<file path="config.mk">
export PLATFORM = sky130hd
export DESIGN_NAME = dsp_mac_sequencer
export DESIGN_NICKNAME = d
export VERILOG_FILES = /design/src/rtl/dsp_mac_sequencer.sv
export SDC_FILE = /design/constraint.sdc
export NUM_CORES = 1
export LEC_CHECK = 0
export CAP_MARGIN = 30
export CORE_UTILIZATION = 36
export DETAILED_ROUTE_END_ITERATION = 6
export PLACE_DENSITY_LB_ADDON = 0.08
export SYNTH_ARGS = -nofsm -noshare
export SYNTH_HDL_FRONTEND = slang
export SYNTH_SLANG_ARGS = --single-unit
</file>
<file path="constraint.sdc">
create_clock -name CLK -period 2.1 [get_ports CLK]
set_clock_uncertainty 0.1 [all_clocks]
set_input_delay 0.63 -clock CLK [delete_from_list [all_inputs] [get_ports CLK]]
set_output_delay 0.63 -clock CLK [all_outputs]
set_load 0.02 [all_outputs]
</file>
<file path="src/rtl/dsp_mac_sequencer.sv">
// Valid/ready front end that drives a DSP48A1 slice through a multiply-accumulate dot product.
// Define DSP_SEQ_SAT_EN to clamp results to OUT_W bits; otherwise P is returned raw and m_sat stays 0.
module dsp_mac_sequencer #(
  parameter int unsigned DSP_LAT   = 3,
  parameter int unsigned OPM_DLY   = 1,
  parameter logic [7:0]  OPM_FIRST = 8'h01,
  parameter logic [7:0]  OPM_ACC   = 8'h09,
  parameter logic [7:0]  OPM_HOLD  = 8'h08,
  parameter int unsigned OUT_W     = 40
) (
  input  logic        CLK,
  input  logic        RST,
  input  logic        s_valid,
  output logic        s_ready,
  input  logic [17:0] s_a,
  input  logic [17:0] s_b,
  input  logic        s_last,
  output logic [17:0] DSP_A,
  output logic [17:0] DSP_B,
  output logic [7:0]  DSP_OPMODE,
  output logic        DSP_CE,
  output logic        DSP_RST,
  input  logic [47:0] DSP_P,
  output logic        m_valid,
  input  logic        m_ready,
  output logic [47:0] m_data,
  output logic        m_sat
);

  localparam int CNT_W = (DSP_LAT < 1) ? 1 : $clog2(DSP_LAT + 1);

`ifdef DSP_SEQ_SAT_EN
  localparam bit SAT_EN = 1'b1;
`else
  localparam bit SAT_EN = 1'b0;
`endif

  typedef enum logic [1:0] {
    S_IDLE  = 2'd0,
    S_ACCUM = 2'd1,
    S_DRAIN = 2'd2,
    S_HOLD  = 2'd3
  } state_t;

  state_t            state;
  state_t            state_nxt;
  logic [CNT_W-1:0]  drain_cnt;
  logic [CNT_W-1:0]  cnt_nxt;
  logic              accept;
  logic              load_ab;
  logic              capture;
  logic [7:0]        opm_push;

  logic [17:0]       a_p0;
  logic [17:0]       b_p0;
  logic [7:0]        opm_p [0:OPM_DLY];
  logic [47:0]       res_p0;
  logic              sat_p0;

  // Returns {clamped_flag, value}; values at or above 2**OUT_W pin to the largest OUT_W-bit code.
  function automatic logic [48:0] clamp_p(input logic [47:0] p);
    logic [48:0] lim;
    lim = 49'd1 << OUT_W;
    if ({1'b0, p} >= lim)
      clamp_p = {1'b1, lim[47:0] - 48'd1};
    else
      clamp_p = {1'b0, p};
  endfunction

  always_ff @(posedge CLK) begin
    if (RST) begin
      state     <= S_IDLE;
      drain_cnt <= '0;
    end else begin
      state     <= state_nxt;
      drain_cnt <= cnt_nxt;
    end
  end

  always_comb begin
    state_nxt = state;
    cnt_nxt   = drain_cnt;
    s_ready   = 1'b0;
    accept    = 1'b0;
    load_ab   = 1'b0;
    capture   = 1'b0;
    opm_push  = OPM_HOLD;
    case (state)
      S_IDLE: begin
        s_ready = !RST;
        accept  = s_valid && s_ready;
        if (accept) begin
          load_ab   = 1'b1;
          opm_push  = OPM_FIRST;
          state_nxt = s_last ? S_DRAIN : S_ACCUM;
          cnt_nxt   = CNT_W'(DSP_LAT);
        end
      end
      S_ACCUM: begin
        s_ready = !RST;
        accept  = s_valid && s_ready;
        if (accept) begin
          load_ab  = 1'b1;
          opm_push = OPM_ACC;
          if (s_last) begin
            state_nxt = S_DRAIN;
            cnt_nxt   = CNT_W'(DSP_LAT);
          end
        end
      end
      S_DRAIN: begin
        // The last product reaches P DSP_LAT edges after its accept; sample one edge later.
        if (drain_cnt == '0) begin
          capture   = 1'b1;
          state_nxt = S_HOLD;
        end else begin
          cnt_nxt = drain_cnt - 1'b1;
        end
      end
      S_HOLD: begin
        if (m_ready)
          state_nxt = S_IDLE;
      end
      default: state_nxt = S_IDLE;
    endcase
  end

  // Stage p0: operand registers and the opmode delay line feeding the slice
  always_ff @(posedge CLK) begin
    if (RST) begin
      a_p0 <= '0;
      b_p0 <= '0;
      for (int i = 0; i <= int'(OPM_DLY); i++)
        opm_p[i] <= OPM_HOLD;
    end else begin
      if (load_ab) begin
        a_p0 <= s_a;
        b_p0 <= s_b;
      end
      opm_p[0] <= opm_push;
      for (int i = 1; i <= int'(OPM_DLY); i++)
        opm_p[i] <= opm_p[i-1];
    end
  end

  // Result capture from slice P
  always_ff @(posedge CLK) begin
    if (RST) begin
      res_p0 <= '0;
      sat_p0 <= 1'b0;
    end else if (capture) begin
      {sat_p0, res_p0} <= SAT_EN ? clamp_p(DSP_P) : {1'b0, DSP_P};
    end
  end

  assign DSP_A      = a_p0;
  assign DSP_B      = b_p0;
  assign DSP_OPMODE = opm_p[OPM_DLY];
  assign DSP_CE     = !RST;
  assign DSP_RST    = RST;
  assign m_valid    = (state == S_HOLD);
  assign m_data     = res_p0;
  assign m_sat      = sat_p0;

endmodule
</file>
* After elaboration in Yosys (flattened, before gate mapping)
Memories as Yosys holds them, arrays and structs flattened.
Index checks and enable logic that the tools add are counted.
** Cells by class
- Muxes and demuxes :: 25
- Reduce and logical (&&, ||, !) cells :: 8
- Eq/ne operators :: 9
- Bitwise operators :: 2
- Add/subtract/negate cells :: 1
** Operators by type and width (count)
- 2-to-1 mux 2 bit :: 10
- 2-to-1 mux 8 bit :: 2
- != test 2 bit, second input constant :: 5
- AND reduction 5 bit :: 2
- 2-to-1 mux 1 bit :: 9
- case mux 2 bit (4 select lines) :: 1
- case mux 4 bit (2 select lines) :: 1
- case mux 2 bit (3 select lines) :: 1
- equality test 2 bit, second input constant :: 2
- zero test 2 bit :: 2
- 2-to-1 mux 4 bit :: 1
- nonzero test 3 bit :: 1
- equality test 2 x 1 -> 1 bit, second input constant :: 1
- != test 2 x 1 -> 1 bit, second input constant :: 1
- OR 1 bit :: 2
- OR reduction 2 bit :: 1
- subtractor 2 x 1 -> 2 bit, second input constant :: 1
- logical AND 1 bit :: 1
- zero test 1 bit :: 1
** Word-level totals
- Bits in writable memories :: 16
- Input bits :: 89
- Memories :: 1
- Output and inout port bits :: 97
- Word-level logic and storage cells :: 51
- Register bits :: 88
** Memory list
- opm_p :: words 2, width 8, read ports 2, clocked after memory_dff 0, write ports 2, RTL line 56 : logic [7:0] opm_p [0:OPM_DLY];

* Longest topological paths before layout
- Depth after elaboration :: 5
- Gate-level depth with buffers :: 7
- Gate-level depth less buffers :: 6

* Least setup slack after synthesis
Ideal clock, no wire load.
- Path type :: input to output
- From :: input RST
- To :: output DSP_CE
- Arrival :: 1.311 ns
- Stages :: 3
- Setup slack :: 0.059 ns
- Path through :: clkbuf_1 > clkbuf_1 > inv_1
** Between the ends
- Longest elaborated chain between the ends :: 1
** Ends and longest elaborated chain
- start, declared :: RTL line 12 : input logic RST,
- zero test 1 bit :: RTL line 159 : assign DSP_CE = !RST;
- end, declared :: RTL line 21 : output logic DSP_CE,
Every way passes these cells.

* Final worst setup path
- From :: register b_p0[6], in the netlist DSP_B[6]
- To :: output DSP_B[6]
** RTL lines
- start, declared :: RTL line 55 : logic [17:0] b_p0;
- start signal, assigned :: RTL line 132 : b_p0 <= '0;
- start signal, assigned :: RTL line 138 : b_p0 <= s_b;
- end, declared :: RTL line 19 : output logic [17:0] DSP_B,
No word-level cell between the ends.

==> results.cfg <==
[outcome]
outcome = complete, no violations

[sta]
timing.fmax_mhz = 487.3
hold_viol = 0
fin_crit_ps = 2052
setup_viol_count_final = 0
drv_slew = 0
fin_crit_sh = 0.9772
final.setup.worst_slack_ps = 47.97
rsz0062_at_grt = true
holdWs_ps = 318.2

[place]
dp_slack_ps = -209.0
place_congestion = 0.7593
place_inst = 687
dp_hpwl_um = 6402
io_buffers = 178

[drt]
wire_per_inst_um = 12.67
via_per_inst = 4.449
drc = 0
first_iter_violations = 56
top_layer_used = met4
first_pass_iters = 4
num_vias = 3123
dr_wl_met2_um = 4357
wl_met1_um = 3698
ant_nets = 0
routed_wl_um = 8897
dr_wl_met3_um = 731

[clock_tree]
clk_latency_ps = 350
clkTransAtPathRegs_ps = 90
cts_buffers = 9
cts_root_buf = clkbuf_8
ctsHoldBuffers = 0
clock_sinks = 92
cts_tree = built
clockBufferDepth = 2
post_cts_buffers = 0
cts_max_level = 3

[layout]
drive_above_1_share = 0.1511
diodes = 0
fin_util = 0.5896
fin_cells = 702
nFillCells = 869
regArea_mm2 = 0.001847
nets = 661
syn2layout_area_growth_pct = 59.70
multiInputGateArea_mm2 = 0.001575

[critical_path]
arrival_ps = 1320
path_max_fanout = 2
crit_type = reg2out
cpMaxStageDelayCell = clkdlybuf4s50_1
critPathMaxStageDelay_ps = 630
crit_chain = clkdlybuf4s50_1
startpoint_type = flip-flop
worst-path-buf-inv = 1
path_delay_family = buffers and inverters
end_kind = output port
required_ps = 1370

[power_and_ir_drop]
pwr_density_cell_mw_per_mm2 = 1005
p_leak_nw = 2.262
vdd_drop_max_mv = 0.4505
total_power_mw = 5.765

[synth]
synth_top_area_frac = 0.5127
synth_fa_ha_area_frac = 0.02438
syn_inst = 384
yosys.area.top_type = dfxtp_1
synth-main-ff-cell = dfxtp_1
syn_avg_cell_area_um2 = 9.355
synth-seq-cells = 92
synth_simple_gate_area_frac = 0.1891
synth_top_family_by_area = simple AND/OR/NAND/NOR gates
yosysSeqAreaShare = 0.5127
synth_edf_count = 0
ys_warn_count = 0
synth.area.top_cells = dfxtp_1 (51%), mux2_2 (11%), nand2_1 (10%)
yosysUniqueCellTypes = 27
synthMuxAreaShare = 0.1184
synthArstFlopShare = 0
synth_area_mm2 = 0.003592
synth-xor-area-share = 0
synth_compound_area_frac = 0.09474

[die]
dieArea_mm2 = 0.01038
start_util = 0.3692
rows = 36
die_y_um = 101.9
num_io_pins = 186
core_area_mm2 = 0.009729
die_x_um = 101.9

[hold_path]
min_path_type = reg2reg

[grt]
grt_pass1_vias = 2973
antenna_found_initial = 0
grt_pass1_wl_um = 13610
grt.total_usage = 0.1674
overflow = 0
grt_max_degree = 49

[job]
max-cap-violations = 0
## layout make-up
| class | count | share of cell area |
|---|---|---|
| repair buffers | 197 | 0.3394 |
| flip-flops and latches | 92 | 0.3219 |
| multi-input cells | 258 | 0.2746 |
| well taps | 133 | 0.02901 |
| clock buffers | 10 | 0.02399 |
| clock inverters | 5 | 0.006543 |
| inverters | 7 | 0.004580 |
## synthesized netlist by cell type, drive strengths merged, types with 2 or more instances
cell and n:
nand2 100, dfxtp 92, a21oi 52, nor2b 39, mux2 36, buf 17
clkbuf 16, ha 7, inv 7, a311oi 3, nor2 3, mux2i 2
or2 2
## what timing repair did
| action | CTS | global route |
|---|---|---|
| gates resized for setup | 10 | 13 |
| setup endpoints to repair | 4 | 7 |
| pin swaps | 0 | 1 |
## cell families (layout without fill, tap and decap cells)
group	Yosys count	count (layout)
muxes	38	38
buffers and inverters	40	219
and+or+nand+nor	148	148
other	1	7
adders and majority gates	7	7
AOI/OAI and AO/OA	58	58
DFF	92	92
## registers in the layout, summed over array words and instances, names as in the netlist
| name | cells |
|---|---|
| DSP_A | 18 |
| state | 2 |
| opm_p | 4 |
| drain_cnt | 2 |
| DSP_B | 18 |
| m_data | 48 |
## cell usage in the layout, fill, tap and decap left out, types with 7 or more instances in the layout
cell type,count
clkdlybuf4s50_1,168
dfxtp_1,90
buf_4,18
nand2_1,99
mux2_2,36
nor2b_1,39
conb_1,7
inv_1,7
clkbuf_8,10
a21oi_1,51
## per-stage QoR
stage / cell area, um2 / TNS [ps]
5_1_grt: 5737 / -15.78
3_5_place_dp: 5539 / -810.6
4_1_cts: 5710 / 0
2_1_floorplan: 3615 / 0
6_report: 5737 / 0
3_3_place_gp: 5539 / -630.0
## final timing paths
| path | end | cells after the start | slack, ps | startpoint |
|---|---|---|---|---|
| setup / recovery | DSP_B[6] | 1 | 50 | DSP_B[6]$_SDFFE_PP0P_ |
| hold / removal | opm_p[0][11]$_SDFF_PP1_ | 1 | 320 | opm_p[0][3]$_SDFF_PP1_ |
| setup reg to reg | drain_cnt[0]$_SDFFE_PP0P_ | 7 | 130 | state[0]$_SDFFE_PP0P_ |
| hold reg to reg | opm_p[0][11]$_SDFF_PP1_ | 1 | 320 | opm_p[0][3]$_SDFF_PP1_ |
## layer usage
layer	up-vias	track usage
met3	10	0.05062
met5	-	0
met4	0	0.06264
met1	1419	0.1899
li1	1587	-
met2	107	0.2963
## power by group
| group | internal (mW) | switching [mW] |
|---|---|---|
| Clock | 0.460 | 0.613 |
| Sequential | 2.08 | 0.149 |
| Combinational | 1.27 | 1.20 |
Note: power is estimated with default switching activity, not from simulation.
